==> src/rtl/key_scan.sv <==
// 4x4 matrix keypad scanner: drives one row low per 1 ms dwell, samples the columns,
// debounces whole-matrix snapshots and reports single-key presses and full releases.
module key_scan #(
    parameter logic [15:0] T1MS      = 16'd49999,
    parameter logic [2:0]  DEB_SCANS = 3'd4
) (
    input  logic        CLK,
    input  logic        RST,
    input  logic [3:0]  Col_Sig,
    output logic [3:0]  Row_Sig,
    output logic [15:0] Key_State,
    output logic [3:0]  Key_Code,
    output logic        Key_Valid,
    output logic        Key_Release
);

    logic [3:0]  col_s1;
    logic [3:0]  col_s2;
    logic [15:0] tick_cnt;
    logic [1:0]  row_idx;
    logic [11:0] snap;
    logic [15:0] prev_snap;
    logic [2:0]  stab_cnt;

    logic        tick;
    logic [15:0] full_snap;
    logic [2:0]  new_stab;
    logic        update;
    logic        one_hot;
    logic [3:0]  hot_idx;

    assign tick = (tick_cnt == T1MS);

    // Row 3's columns are not stored; they complete the snapshot directly on the last tick.
    assign full_snap = {~col_s2, snap};
    assign one_hot   = (full_snap != 16'h0000) && ((full_snap & (full_snap - 16'd1)) == 16'h0000);
    assign update    = (new_stab == DEB_SCANS) && (full_snap != Key_State);

    always_comb begin
        Row_Sig = 4'b1110;
        case (row_idx)
            2'd0: Row_Sig = 4'b1110;
            2'd1: Row_Sig = 4'b1101;
            2'd2: Row_Sig = 4'b1011;
            2'd3: Row_Sig = 4'b0111;
            default: Row_Sig = 4'b1110;
        endcase
    end

    always_comb begin
        new_stab = 3'd0;
        if (full_snap != prev_snap) begin
            new_stab = 3'd0;
        end else if (stab_cnt >= DEB_SCANS) begin
            new_stab = DEB_SCANS;
        end else begin
            new_stab = stab_cnt + 3'd1;
        end
    end

    always_comb begin
        hot_idx = 4'h0;
        for (int b = 0; b < 16; b++) begin
            if (full_snap[b]) hot_idx = 4'(b);
        end
    end

    always_ff @(posedge CLK) begin
        if (RST) begin
            col_s1      <= 4'b1111;
            col_s2      <= 4'b1111;
            tick_cnt    <= 16'd0;
            row_idx     <= 2'd0;
            snap        <= 12'h000;
            prev_snap   <= 16'h0000;
            stab_cnt    <= 3'd0;
            Key_State   <= 16'h0000;
            Key_Code    <= 4'h0;
            Key_Valid   <= 1'b0;
            Key_Release <= 1'b0;
        end else begin
            col_s1      <= Col_Sig;
            col_s2      <= col_s1;
            Key_Valid   <= 1'b0;
            Key_Release <= 1'b0;
            if (tick) begin
                tick_cnt <= 16'd0;
                row_idx  <= row_idx + 2'd1;
                case (row_idx)
                    2'd0: snap[3:0]  <= ~col_s2;
                    2'd1: snap[7:4]  <= ~col_s2;
                    2'd2: snap[11:8] <= ~col_s2;
                    default: ;
                endcase
                if (row_idx == 2'd3) begin
                    prev_snap <= full_snap;
                    stab_cnt  <= new_stab;
                    if (update) begin
                        Key_State <= full_snap;
                        if ((Key_State == 16'h0000) && one_hot) begin
                            Key_Valid <= 1'b1;
                            Key_Code  <= hot_idx;
                        end else if ((Key_State != 16'h0000) && (full_snap == 16'h0000)) begin
                            Key_Release <= 1'b1;
                        end
                    end
                end
            end else begin
                tick_cnt <= tick_cnt + 16'd1;
            end
        end
    end

endmodule

==> config.mk <==
export PLATFORM = sky130hd
export DESIGN_NAME = key_scan
export DESIGN_NICKNAME = d
export VERILOG_FILES = /design/src/rtl/key_scan.sv
export SDC_FILE = /design/constraint.sdc
export NUM_CORES = 1
export LEC_CHECK = 0
export ABC_AREA = 1
export BUFFER_PORTS_ARGS = -buffer_cell sky130_fd_sc_hd__buf_2
export CORE_ASPECT_RATIO = 0.8
export CORE_MARGIN = 3
export CORE_UTILIZATION = 60
export DETAILED_ROUTE_END_ITERATION = 12
export GPL_TIMING_DRIVEN = 0
export HOLD_SLACK_MARGIN = 0.02
export PLACE_DENSITY = 0.8
export SLEW_MARGIN = 20
export SYNTH_ARGS = -nofsm -noshare
export SYNTH_HDL_FRONTEND = slang
export SYNTH_SLANG_ARGS = --single-unit
==> constraint.sdc <==
create_clock -name CLK -period 3.05 [get_ports CLK]
set_input_delay 0.1525 -clock CLK [delete_from_list [all_inputs] [get_ports CLK]]
set_output_delay 0.1525 -clock CLK [all_outputs]
set_load 0.1 [all_outputs]
; After elaboration in Yosys (flattened, before gate mapping)
; Index checks and enable logic that the tools add are counted.
[classes]
eq_ne = 7
n_addsub = 4
order_cmp = 1
reduce_logical = 19
muxes = 20
bitwise = 5
[op_table]
columns = op, n
row1 = $mux 4, 14
row2 = $logic_not 16->1, 3
row3 = $ne 16x16->1, 2
row4 = $reduce_bool 16->1, 2
row5 = $add 16x1->16 const B, 1
row6 = $and 16x16->16, 1
row7 = $eq 16x16->1 const B, 1
row8 = $pmux 4 s4, 1
row9 = $sub 16x1->16 const B, 1
row10 = $reduce_and 2->1, 4
row11 = $mux 3, 2
row12 = $reduce_or 5->1, 1
row13 = $eq 2x2->1 const B, 2
row14 = $logic_and 1x1->1, 4
row15 = $not 4->4, 1
row16 = $reduce_and 4->1, 1
row17 = $reduce_or 4->1, 1
row18 = $add 3x1->3 const B, 1
row19 = $eq 3x3->1 const B, 1
row20 = $ge 3x3->1 const B, 1
row21 = $mux 1, 3
row22 = $not 1->1, 3
row23 = $reduce_and 3->1, 1
row24 = $add 2x1->2 const B, 1
row25 = other kinds (3), 3
[word_totals]
output_inout_bits = 26
inputBits = 6
elab_cells = 69
ff_bits = 79

; Logic depth before layout (Yosys ltp)
; Gate-level depths: netlist of the first run.
[depth]
ltp_word = 15
ltp_mapped = 16
ltp_nobuf = 15

; Least setup slack after synthesis of the first run
; Ideal clock, no wire load.
[synth_timing]
path_kind = register to register
startpoint = register Key_State[13]
endpoint = register Key_Code[1]
n_path_buf = 1
slack_ns = 0.828
arrival_time_ns = 2.103
stages_incl_launch_ff = 14
synth_period_minus_slack_ns = 2.222
required_time_ns = 2.931
setup_time_ns = 0.119
path_cell_list = dfxtp_1 -> nand2_1 -> and2_1 -> nand2_1 -> nor2_1 -> nand2_1 -> nor2_1 -> nor2_1 -> nand2_2 -> nor2_8 -> buf_6 -> nand3_1 -> nand2_1 -> nor2_1
[synth_via]
elab_chain_cells = 3
word_cells_on_any_way = 5
cone_classes = eq/ne (1) / reduce/logical (4)
[synth_lines]
columns = element, line_no
row1 = start: declaration, 11  ; output logic [15:0] Key_State,
row2 = start signal: assignment, 99  ; Key_State <= full_snap;
row3 = $ne 16x16->1 or $logic_not 16->1 (tied branches), "37, 100"
row4 = "$logic_and 1x1->1, on equally long branches", "37, 100"
row5 = $reduce_and 4->1 (no source line) *, -
row6 = end signal: assignment, 102  ; Key_Code <= hot_idx;
row7 = end: declaration, 12  ; output logic [3:0] Key_Code,
; Mark *: on every way between the ends. The rest lies on a longest branch, timed or not.
; A chain may end at the register's enable or synchronous reset.

; Final worst setup path of the first run
[layout_timing]
startpoint = register tick_cnt[0]
endpoint = register Key_State[15]
[layout_via]
elab_chain_cells = 2
[layout_lines]
columns = element, line_no
row1 = start: declaration, 19  ; logic [15:0] tick_cnt;
row2 = start signal: assignment, 109  ; tick_cnt <= tick_cnt + 16'd1;
row3 = $eq 16x16->1, 32  ; assign tick = (tick_cnt == T1MS);
row4 = $reduce_and 3->1 (no source line), -
; No other way between the ends.

==> flow_summary.json, run 1 <==
{
  "status": "complete, no violations",
  "netSwitchingFraction_pct": 22.8,
  "seqPwrFrac_pct": 48.9,
  "synthArstFlopShare_pct": 0,
  "tritoncts": "yes",
  "fin_nets": 704,
  "die_y_um": 81.0,
  "routed_wl_mm": 11.6,
  "grt_max_degree": 15,
  "p_clk_share_pct": 46.3,
  "p_sw_w": 0.000485,
  "postRouteAntennaNets": 0,
  "endpoint_kind": "flop",
  "synth_edf_count": 0,
  "seq_area_frac_synth_pct": 37.5,
  "die-area_um2": 8080,
  "worst-path-buf-inv": 2,
  "overflow": 0,
  "cp.arrival_ps": 2500,
  "hold_start": "RST",
  "gp_congestion": 0.965,
  "slew_viol_final": 0,
  "cts_sinks": 79,
  "rows": 26,
  "synth.distinct_cells": 31,
  "pwr-share-comb_pct": 4.7,
  "hold_end": "row_idx[0]",
  "clk_pin_slew_ps": 90,
  "critPathRequiredTime_ps": 3300,
  "finalCriticalPeriod_ps": 2250,
  "dr_total_vias": 4343,
  "power_density_nw_per_um2": 446,
  "slew_headroom_pct": 62.5,
  "worst_pin_slew_ps": 563,
  "cp_top_family": "simple AND/OR/NAND/NOR gates",
  "antenna_found_initial": 0,
  "htreeDepth": 3,
  "worstSkewPairLatency_ps": 370,
  "multi_input_area_um2": 2210,
  "grt_pass1_vias": 3932,
  "critPathLaunch": "tick_cnt[0]",
  "clockBufferDepth": 2,
  "yosys-top-cells-area": "dfxtp_1 (38%), nand2_1 (15%), nor2_1 (7.0%)",
  "rr_worst_depth": 13,
  "layout-drive-gt1-share_pct": 14.4,
  "cp-start-kind": "flop",
  "setup_tns_ps": 0,
  "synth_nets": 658,
  "first_pass_iters": 6,
  "setup_viol": 0,
  "grt_pass1_wl_mm": 19.2,
  "port_buffers": 31,
  "crit_top_cell": "nand2_1",
  "intPower_w": 0.00164,
  "r2r_slack_ps": 800,
  "cpPeakStageDelay_ps": 370,
  "ctsRootBufferMaster": "clkbuf_8",
  "r2r-end": "Key_State[15]",
  "syn_avg_cell_area_um2": 6.57,
  "numCtsBuffers": 9,
  "synth_flop_cell": "dfxtp_1",
  "r2r-start": "tick_cnt[0]",
  "start_util_pct": 63.8,
  "hold_viol": 0,
  "viasPerCell": 5.59,
  "period_share_pct": 73.8,
  "holdPathStages": 4,
  "p_total_w": 0.00213,
  "postCtsSetupBuffers": 0,
  "pin_count": 32,
  "drtIter0Drc": 425,
  "synth-warning-count": 0,
  "critPathMaxFanout": 10,
  "dieWidth_um": 99.7,
  "num-fill-cells": 570,
  "diodes": 0,
  "yosysTopAreaCellShare_pct": 37.5,
  "post-route-drc-count": 0,
  "ir_drop_mv": 0.446,
  "regArea_um2": 1580,
  "achievable-frequency_ghz": 0.444,
  "maxCapViolCount": 0,
  "synthCells": 642,
  "synthToLayoutAreaGrowth_pct": 13.1,
  "worstHoldPathType": "in -> reg",
  "grtUsageTotal_pct": 30.4,
  "core_um2": 6600,
  "critPathKind": "reg -> reg",
  "rsz0062_at_grt": "false",
  "synth_top_cell_by_area": "dfxtp_1",
  "leakage_nw": 2.30,
  "skew_ps": 10.8,
  "ys_seq_elements": 79,
  "place_hpwl_mm": 8.37,
  "syn_area_um2": 4220,
  "wl_per_cell_um": 14.9,
  "crit_chain": "ha_1 > nand2_1 > inv_1 > nand2_1 > nor2_2 > nand2_1 > nor2_1 > nand2_2 > nor2_8 > buf_6 > nand2_1 > nand2_1 > a21oi_1",
  "crit_slowest_cell": "dfxtp_1"
}
[cell usage in the layout, fill, tap and decap left out, drive strengths merged, types with 17 or more instances in the layout]
master and instances:
dfxtp 79, buf 42, clkbuf 20, a21oi 60, inv 85, o21ai 54, nor2 86, nand2 170
nand3 21, nand4 17
[Yosys cell counts, types with 2 or more instances]
cell type / n
nor4_1: 2
a21oi_1: 54
buf_2: 6
or2_2: 11
o21ai_1: 10
dfxtp_1: 79
inv_1: 68
nand2_2: 2
xor2_1: 2
nand4_1: 17
a211oi_1: 2
nand2_1: 168
and2_1: 2
xnor2_1: 5
a21oi_2: 6
nor2_2: 5
clkbuf_1: 10
o21ai_0: 44
a31oi_1: 3
nand3_1: 21
nand3b_1: 3
inv_2: 16
ha_1: 10
buf_4: 3
nor3_1: 4
nor3b_1: 5
buf_6: 2
nor2_1: 79
[worst register-to-register path: cells and delay by family, from the launching register on]
family                     cells  cell delay [ps]
DFF                            1              370
adders and majority gates      1              200
buffers and inverters          2              250
and+or+nand+nor                9             1270
AOI/OAI and AO/OA              1               50
[layout make-up]
cell class                 instances  area share, %
sequential                        79           33.1
clock buffer                      10           2.88
timing repair buffer              35           4.09
multi-input combinational        458           46.3
buffer                            21           2.36
tap                               84           2.20
inverter                          84           6.61
clock inverter                     6           2.44
[worst max path at each step]
stage / to / slack (ps) / cells past startpoint
4_1_cts: Key_Code[2] / 840 / 13
5_1_grt: Key_Code[2] / 560 / 13
3_3_place_gp: Key_State[15] / 960 / 15
6_report: Key_State[15] / 800 / 13
3_5_place_dp: Key_Code[2] / 870 / 13
2_1_floorplan: Key_Code[1] / 830 / 13
[flip-flops by register name (all words and copies together), names as in the netlist, 3 cells and up]
register,cells
col_s1,4
col_s2,4
tick_cnt,16
stab_cnt,3
Key_State,16
prev_snap,16
Key_Code,4
snap,12
[per-layer routing]
| metal | vias up | GRT usage, % | share of wire, % |
|---|---|---|---|
| li1 | 2137 | - | - |
| met1 | 1946 | 42.6 | 45 |
| met2 | 233 | 46.1 | 43 |
| met3 | 27 | 6.35 | 9.6 |
| met4 | 0 | 11.2 | 2.1 |
| met5 | - | 0 | 0 |
[through the flow]
step           worst slack (ps)  instances  hold slack [ps]  utilization, %  cell area, µm²
2_1_floorplan               828        642              256               -            4220
3_3_place_gp                960        757              337            67.8            4480
3_5_place_dp                873        757              339            67.8            4480
4_1_cts                     843        777              113            72.2            4770
5_1_grt                     562        777              145            72.2            4770
6_report                    800        777              126            72.2            4770
[logic make-up after synthesis]
group | after synthesis | share of synthesized area, %
AO/OA/AOI/OAI | 119 | 14.9
XOR/XNOR | 7 | 1.45
buffers and inverters | 105 | 10.1
AND/OR/NAND/NOR | 322 | 33.1
flip-flops | 79 | 37.5
adder cells (fa/ha/maj) | 10 | 2.97
[power groups by stage]
stage | combinational, W | sequential, W | clock, W
after global routing | 0.000110 | 0.00104 | 0.00104
after floorplan | 0.0000665 | 0.00107 | 0
after global placement | 0.0000900 | 0.00107 | 0
after CTS | 0.0000979 | 0.00104 | 0.000993
final | 0.000101 | 0.00104 | 0.000987
after detailed placement | 0.0000933 | 0.00107 | 0
[timing repair]
item                      CTS  global route
hold endpoints to repair    4             0
gates resized for setup     0             0
hold buffers                4             0
Power figures use the tool's default switching activity.
==> run 2: changes to the inputs <==
Settings changed: ABC_AREA 1 to 0, CORE_UTILIZATION 60 to 59, PLACE_DENSITY 0.8 to 0.79.
Clock period 3.05 ns to 2.1 ns, I/O delays scaled along.
==> flow_summary.json, run 2 <==
{
  "cp-start-kind": "flop",
  "place_hpwl_mm": 6.41,
  "yosysTopAreaCellShare_pct": 41.3,
  "grtUsageTotal_pct": 29.3,
  "port_buffers": 31,
  "finalCriticalPeriod_ps": 2550,
  "grt_max_degree": 14,
  "reg_top3": "Key_State x16, prev_snap x16, tick_cnt x16",
  "antenna_found_initial": 0,
  "endpoint_kind": "flop",
  "dieWidth_um": 96.1,
  "p_sw_w": 0.000702,
  "slew_viol_final": 0,
  "synthCells": 435,
  "synth_compound_area_share_pct": 13.0,
  "status": "finished, violations left",
  "dr_total_vias": 3760,
  "gp_congestion": 0.861,
  "synth_edf_count": 0,
  "final_cell_mix": "dfxtp_1 (57), nor2_1 (56), buf_2 (34)",
  "yosysMostFrequentCell": "dfxtp_1",
  "r2r_slack_ps": -450,
  "overflow": 0,
  "synth-warning-count": 0,
  "holdPathStages": 3,
  "synth-simple-area-share_pct": 22.3,
  "violations": "negative setup slack",
  "synth_top_family_by_area": "simple AND/OR/NAND/NOR gates",
  "fin_nets": 520,
  "synthXorXnorAreaFrac_pct": 11.0,
  "syn_avg_cell_area_um2": 8.81,
  "synth_top_cell_by_area": "dfxtp_1",
  "drtIter0Drc": 441,
  "intPower_w": 0.00203,
  "pin_count": 32,
  "leakage_nw": 2.16,
  "critPathMaxFanout": 5,
  "muxShareOfSynthArea_pct": 3.66,
  "rows": 25,
  "ys_seq_elements": 79,
  "dpl_cell_area_um2": 4150,
  "seq_area_frac_synth_pct": 41.3,
  "cp.arrival_ps": 2780,
  "tritoncts": "yes",
  "synthArstFlopShare_pct": 0,
  "yosys-top-cells-area": "dfxtp_1 (41%), nor2_1 (6.3%), xnor2_1 (5.5%)",
  "setup_viol": 40,
  "setup_ws_ps": -450,
  "cp_top_family": "simple AND/OR/NAND/NOR gates",
  "synth_common_cells": "dfxtp_1 (79), nor2_1 (64), nand2_1 (32)",
  "layout_commonest_cell": "dfxtp_1",
  "cpPeakStageDelay_ps": 520,
  "grt_pass1_wl_mm": 16.8,
  "start_util_pct": 62.9,
  "grt_pass1_vias": 3406,
  "syn_area_um2": 3830,
  "postRouteAntennaNets": 0,
  "ctsRootBufferMaster": "clkbuf_8",
  "final_area_um2": 5050,
  "yosys.area_share.adder_pct": 3.26,
  "power_density_nw_per_um2": 541,
  "achievable-frequency_ghz": 0.392,
  "rr_worst_depth": 8,
  "htreeDepth": 3,
  "hold_viol": 0,
  "die-area_um2": 7510,
  "worst_pin_slew_ps": 748,
  "period_share_pct": 121,
  "critPathKind": "reg -> reg",
  "slew_headroom_pct": 50.1,
  "ir_drop_mv": 0.522,
  "numCtsBuffers": 9,
  "seqPwrFrac_pct": 55.6,
  "rsz0062_at_grt": "true",
  "first_pass_iters": 5,
  "worst-path-buf-inv": 2,
  "maxCapViolCount": 0,
  "synth_flop_cell": "dfxtp_1",
  "crit_chain": "xnor2_1 > nor4_1 > nand4_1 > nor4_4 > buf_6 > buf_8 > mux2i_1 > nor2_1",
  "post-route-drc-count": 0,
  "die_y_um": 78.1,
  "critPathRequiredTime_ps": 2330,
  "wl_per_cell_um": 21.2,
  "p_clk_share_pct": 38.7,
  "clockBufferDepth": 2,
  "layout-drive-gt1-share_pct": 38.5,
  "worstHoldPathType": "in -> reg",
  "dpl_worst_slack_ps": -627,
  "worstSkewPairLatency_ps": 380,
  "crit_cells": 8,
  "synthToLayoutAreaGrowth_pct": 31.7,
  "cts_sinks": 79,
  "pwr-share-comb_pct": 5.7,
  "viasPerCell": 6.37,
  "skew_ps": 14.7,
  "netSwitchingFraction_pct": 25.7,
  "setup_tns_ps": -9840,
  "clk_pin_slew_ps": 80,
  "synth.distinct_cells": 50,
  "crit_slowest_cell": "dfxtp_1",
  "routed_wl_mm": 12.5,
  "diodes": 0,
  "core_um2": 6100,
  "synth_nets": 451
}
-- run 2: changes by cell type in the layout (fill, tap and decap cells not counted), moves of 13 or more --
cell / delta
nand3_1: -14
buf_4: +19
xnor2_1: +19
a211oi_2: +13
inv_1: -52
a21oi_1: -49
nand2_1: -145
xor2_1: +22
dfxtp_2: +21
nor2_1: -23
o21ai_0: -41
dfxtp_1: -22
inv_2: -16
-- run 2: final timing paths --
check | to | start
max | Key_State[5] | col_s2[2]
min | tick_cnt[1] | RST
max reg2reg | Key_State[5] | col_s2[2]
min reg2reg | col_s2[0] | col_s1[0]
-- run 2: routing by layer --
layer	vias up	track usage (%)	part of all wire, %
met5	-	0	0
met4	0	11.9	3.8
met3	59	9.10	9.2
met2	258	46.0	48
met1	1805	37.1	39
li1	1638	-	-
-- run 2: repair_timing --
item | in CTS | in global routing
hold buffers | 4 | 0
hold endpoints to repair | 4 | 0
pin swaps | 7 | 39
setup buffers | 17 | 10
gates cloned | 2 | 2
endpoints found under the setup margin | 67 | 62
gates resized for setup | 48 | 88
-- run 2: kinds of logic (layout without fill, tap and decap cells) --
group           Yosys count  after routing
buf+inv                  49            123
compound gates           68             68
flops                    79             79
xor+xnor                 48             48
fa+ha+maj                10             10
mux                      14             14
simple gates            167            167
-- run 2: power by group through the flow --
| stage | combinational (W) | clock [W] | sequential, W |
|---|---|---|---|
| after floorplan | 0.0000815 | 0 | 0.00155 |
| after global placement | 0.000107 | 0 | 0.00155 |
| after detailed placement | 0.000111 | 0 | 0.00155 |
| after CTS | 0.000133 | 0.00103 | 0.00152 |
| after global routing | 0.000168 | 0.00111 | 0.00152 |
| final | 0.000157 | 0.00106 | 0.00152 |
-- run 2: metrics by stage --
stage | utilization, % | total power [W] | cells | hold WS [ps]
floorplan | - | 0.00163 | 435 | 209
global placement | 68.0 | 0.00166 | 547 | 289
detailed placement | 68.0 | 0.00166 | 547 | 291
CTS | 76.7 | 0.00268 | 582 | 128
global route | 82.8 | 0.00279 | 590 | 189
finish | 82.8 | 0.00273 | 590 | 149
-- run 2: cell type report --
| cell class | count | area, µm² |
|---|---|---|
| multi-input cells | 307 | 2400 |
| inverters | 16 | 60.1 |
| fillers | 338 | 1050 |
| clock inverters | 4 | 31.3 |
| clock buffers | 12 | 145 |
| repair buffers | 63 | 478 |
| plain buffers | 28 | 221 |
| flip-flops and latches | 79 | 1610 |
| well taps | 81 | 101 |
-- run 2: worst reg2reg max path: stages, from the launching register on --
cell and delay (ps):
dfxtp_1 520, xnor2_1 160, nor4_1 430, nand4_1 300, nor4_4 430, buf_6 180
buf_8 120, mux2i_1 210, nor2_1 70
==> run 3: changes to the inputs <==
Settings changed: PLACE_DENSITY 0.79 to 0.87.
Clock period 2.1 ns to 2.72 ns, I/O delays scaled along.
==> flow_summary.json, run 3 (synthesized netlist as in run 2, its figures left out) <==
{
  "postRouteAntennaNets": 0,
  "port_buffers": 31,
  "htreeDepth": 3,
  "tritoncts": "yes",
  "cp-start-kind": "flop",
  "layout-drive-gt1-share_pct": 16.6,
  "skew_ps": 9.51,
  "grt_pass1_vias": 3150,
  "finalCriticalPeriod_ps": 2570,
  "endpoint_kind": "flop",
  "reg_top3": "Key_State x16, prev_snap x16, tick_cnt x16",
  "rows": 25,
  "dpl_cell_area_um2": 4090,
  "cts_sinks": 79,
  "holdWs_ps": 266,
  "leakage_nw": 1.80,
  "die-area_um2": 7510,
  "antenna_found_initial": 0,
  "routed_wl_mm": 9.42,
  "place_hpwl_mm": 6.43,
  "wl_per_cell_um": 16.6,
  "final_area_um2": 4360,
  "cp.arrival_ps": 2790,
  "viasPerCell": 5.89,
  "diodes": 0,
  "rsz0062_at_grt": "false",
  "fin_cells": 568,
  "dr_total_vias": 3346,
  "clockBufferDepth": 2,
  "achievable-frequency_ghz": 0.390,
  "die_y_um": 78.1,
  "setup_viol": 0,
  "p_total_w": 0.00214,
  "pwr-share-comb_pct": 4.3,
  "p_sw_w": 0.000477,
  "worstHoldPathType": "in -> reg",
  "maxCapViolCount": 0,
  "period_share_pct": 94.4,
  "netSwitchingFraction_pct": 22.3,
  "grtUsageTotal_pct": 26.7,
  "critPathRequiredTime_ps": 2940,
  "hold_viol": 0,
  "final_cell_mix": "dfxtp_1 (79), nor2_1 (64), buf_2 (43)",
  "grt_pass1_wl_mm": 15.4,
  "worstSkewPairLatency_ps": 360,
  "ctsRootBufferMaster": "clkbuf_8",
  "intPower_w": 0.00166,
  "ir_drop_mv": 0.461,
  "overflow": 0,
  "dieWidth_um": 96.1,
  "status": "complete, no violations",
  "worst_pin_slew_ps": 881,
  "pin_count": 32,
  "drtIter0Drc": 292,
  "numCtsBuffers": 9,
  "clk_pin_slew_ps": 80,
  "slew_viol_final": 0,
  "fin_nets": 499,
  "gp_congestion": 0.925,
  "slew_headroom_pct": 40.7,
  "critPathKind": "reg -> reg",
  "power_density_nw_per_um2": 490,
  "start_util_pct": 62.9,
  "post-route-drc-count": 0,
  "seqPwrFrac_pct": 54.8,
  "grt_max_degree": 13,
  "p_clk_share_pct": 40.9,
  "synthToLayoutAreaGrowth_pct": 13.8,
  "core_um2": 6100,
  "critPathMaxFanout": 10,
  "first_pass_iters": 7,
  "dp_cells": 547,
  "layout_commonest_cell": "dfxtp_1"
}
-- run 3: area by class of cell --
type | count | area, µm²
fill | 437 | 1740
sequential | 79 | 1580
clock inverter | 4 | 45.0
buffer | 33 | 154
tap | 81 | 101
multi-input combinational | 307 | 2060
timing repair buffer | 37 | 210
inverter | 16 | 60.1
clock buffer | 11 | 151
-- run 3: worst max-delay path, stage by stage, from the launching register on --
cell	delay [ps]
dfxtp_1	350
or4b_1	620
nor4_4	370
nand2_4	140
nor4_4	440
buf_6	240
mux2i_1	210
nor2_1	50
-- run 3: worst paths after layout --
path	slack, ps	to	from	cells past startpoint
max	150	Key_State[1]	tick_cnt[12]	7
min	270	Key_Valid	RST	3
max reg2reg	150	Key_State[1]	tick_cnt[12]	7
min reg2reg	410	col_s2[0]	col_s1[0]	1
-- run 3: power groups by stage --
stage	Clock (W)	Sequential, W	Combinational [W]
2_1_floorplan	0	0.00120	0.0000612
3_3_place_gp	0	0.00120	0.0000806
3_5_place_dp	0	0.00120	0.0000838
4_1_cts	0.000887	0.00117	0.0000888
5_1_grt	0.000944	0.00117	0.000100
6_report	0.000875	0.00117	0.0000923
-- run 3: stage by stage --
step | setup slack, ps | utilization, % | TNS (ps)
2_1_floorplan | 284 | - | 0
3_3_place_gp | -164 | 67.1 | -572
3_5_place_dp | -208 | 67.1 | -811
4_1_cts | 15.0 | 71.0 | 0
5_1_grt | 46.1 | 71.5 | 0
6_report | 153 | 71.5 | 0
-- run 3: what timing repair did --
item                                   CTS  global route
hold buffers                             4             0
endpoints found under the hold margin    4             0
buffers inserted                         0             2
setup endpoints to repair                5            27
pin swaps                                0             1
resized for setup                        1             2
-- run 3: per-layer routing --
layer | vias up | GRT usage, % | share of wire [%] | wire length (µm)
li1 | 1589 | - | - | -
met1 | 1554 | 36.0 | 43 | 4080
met2 | 169 | 39.9 | 45 | 4270
met3 | 34 | 8.81 | 9.1 | 859
met4 | 0 | 8.66 | 2.3 | 214
met5 | - | 0 | 0 | 0
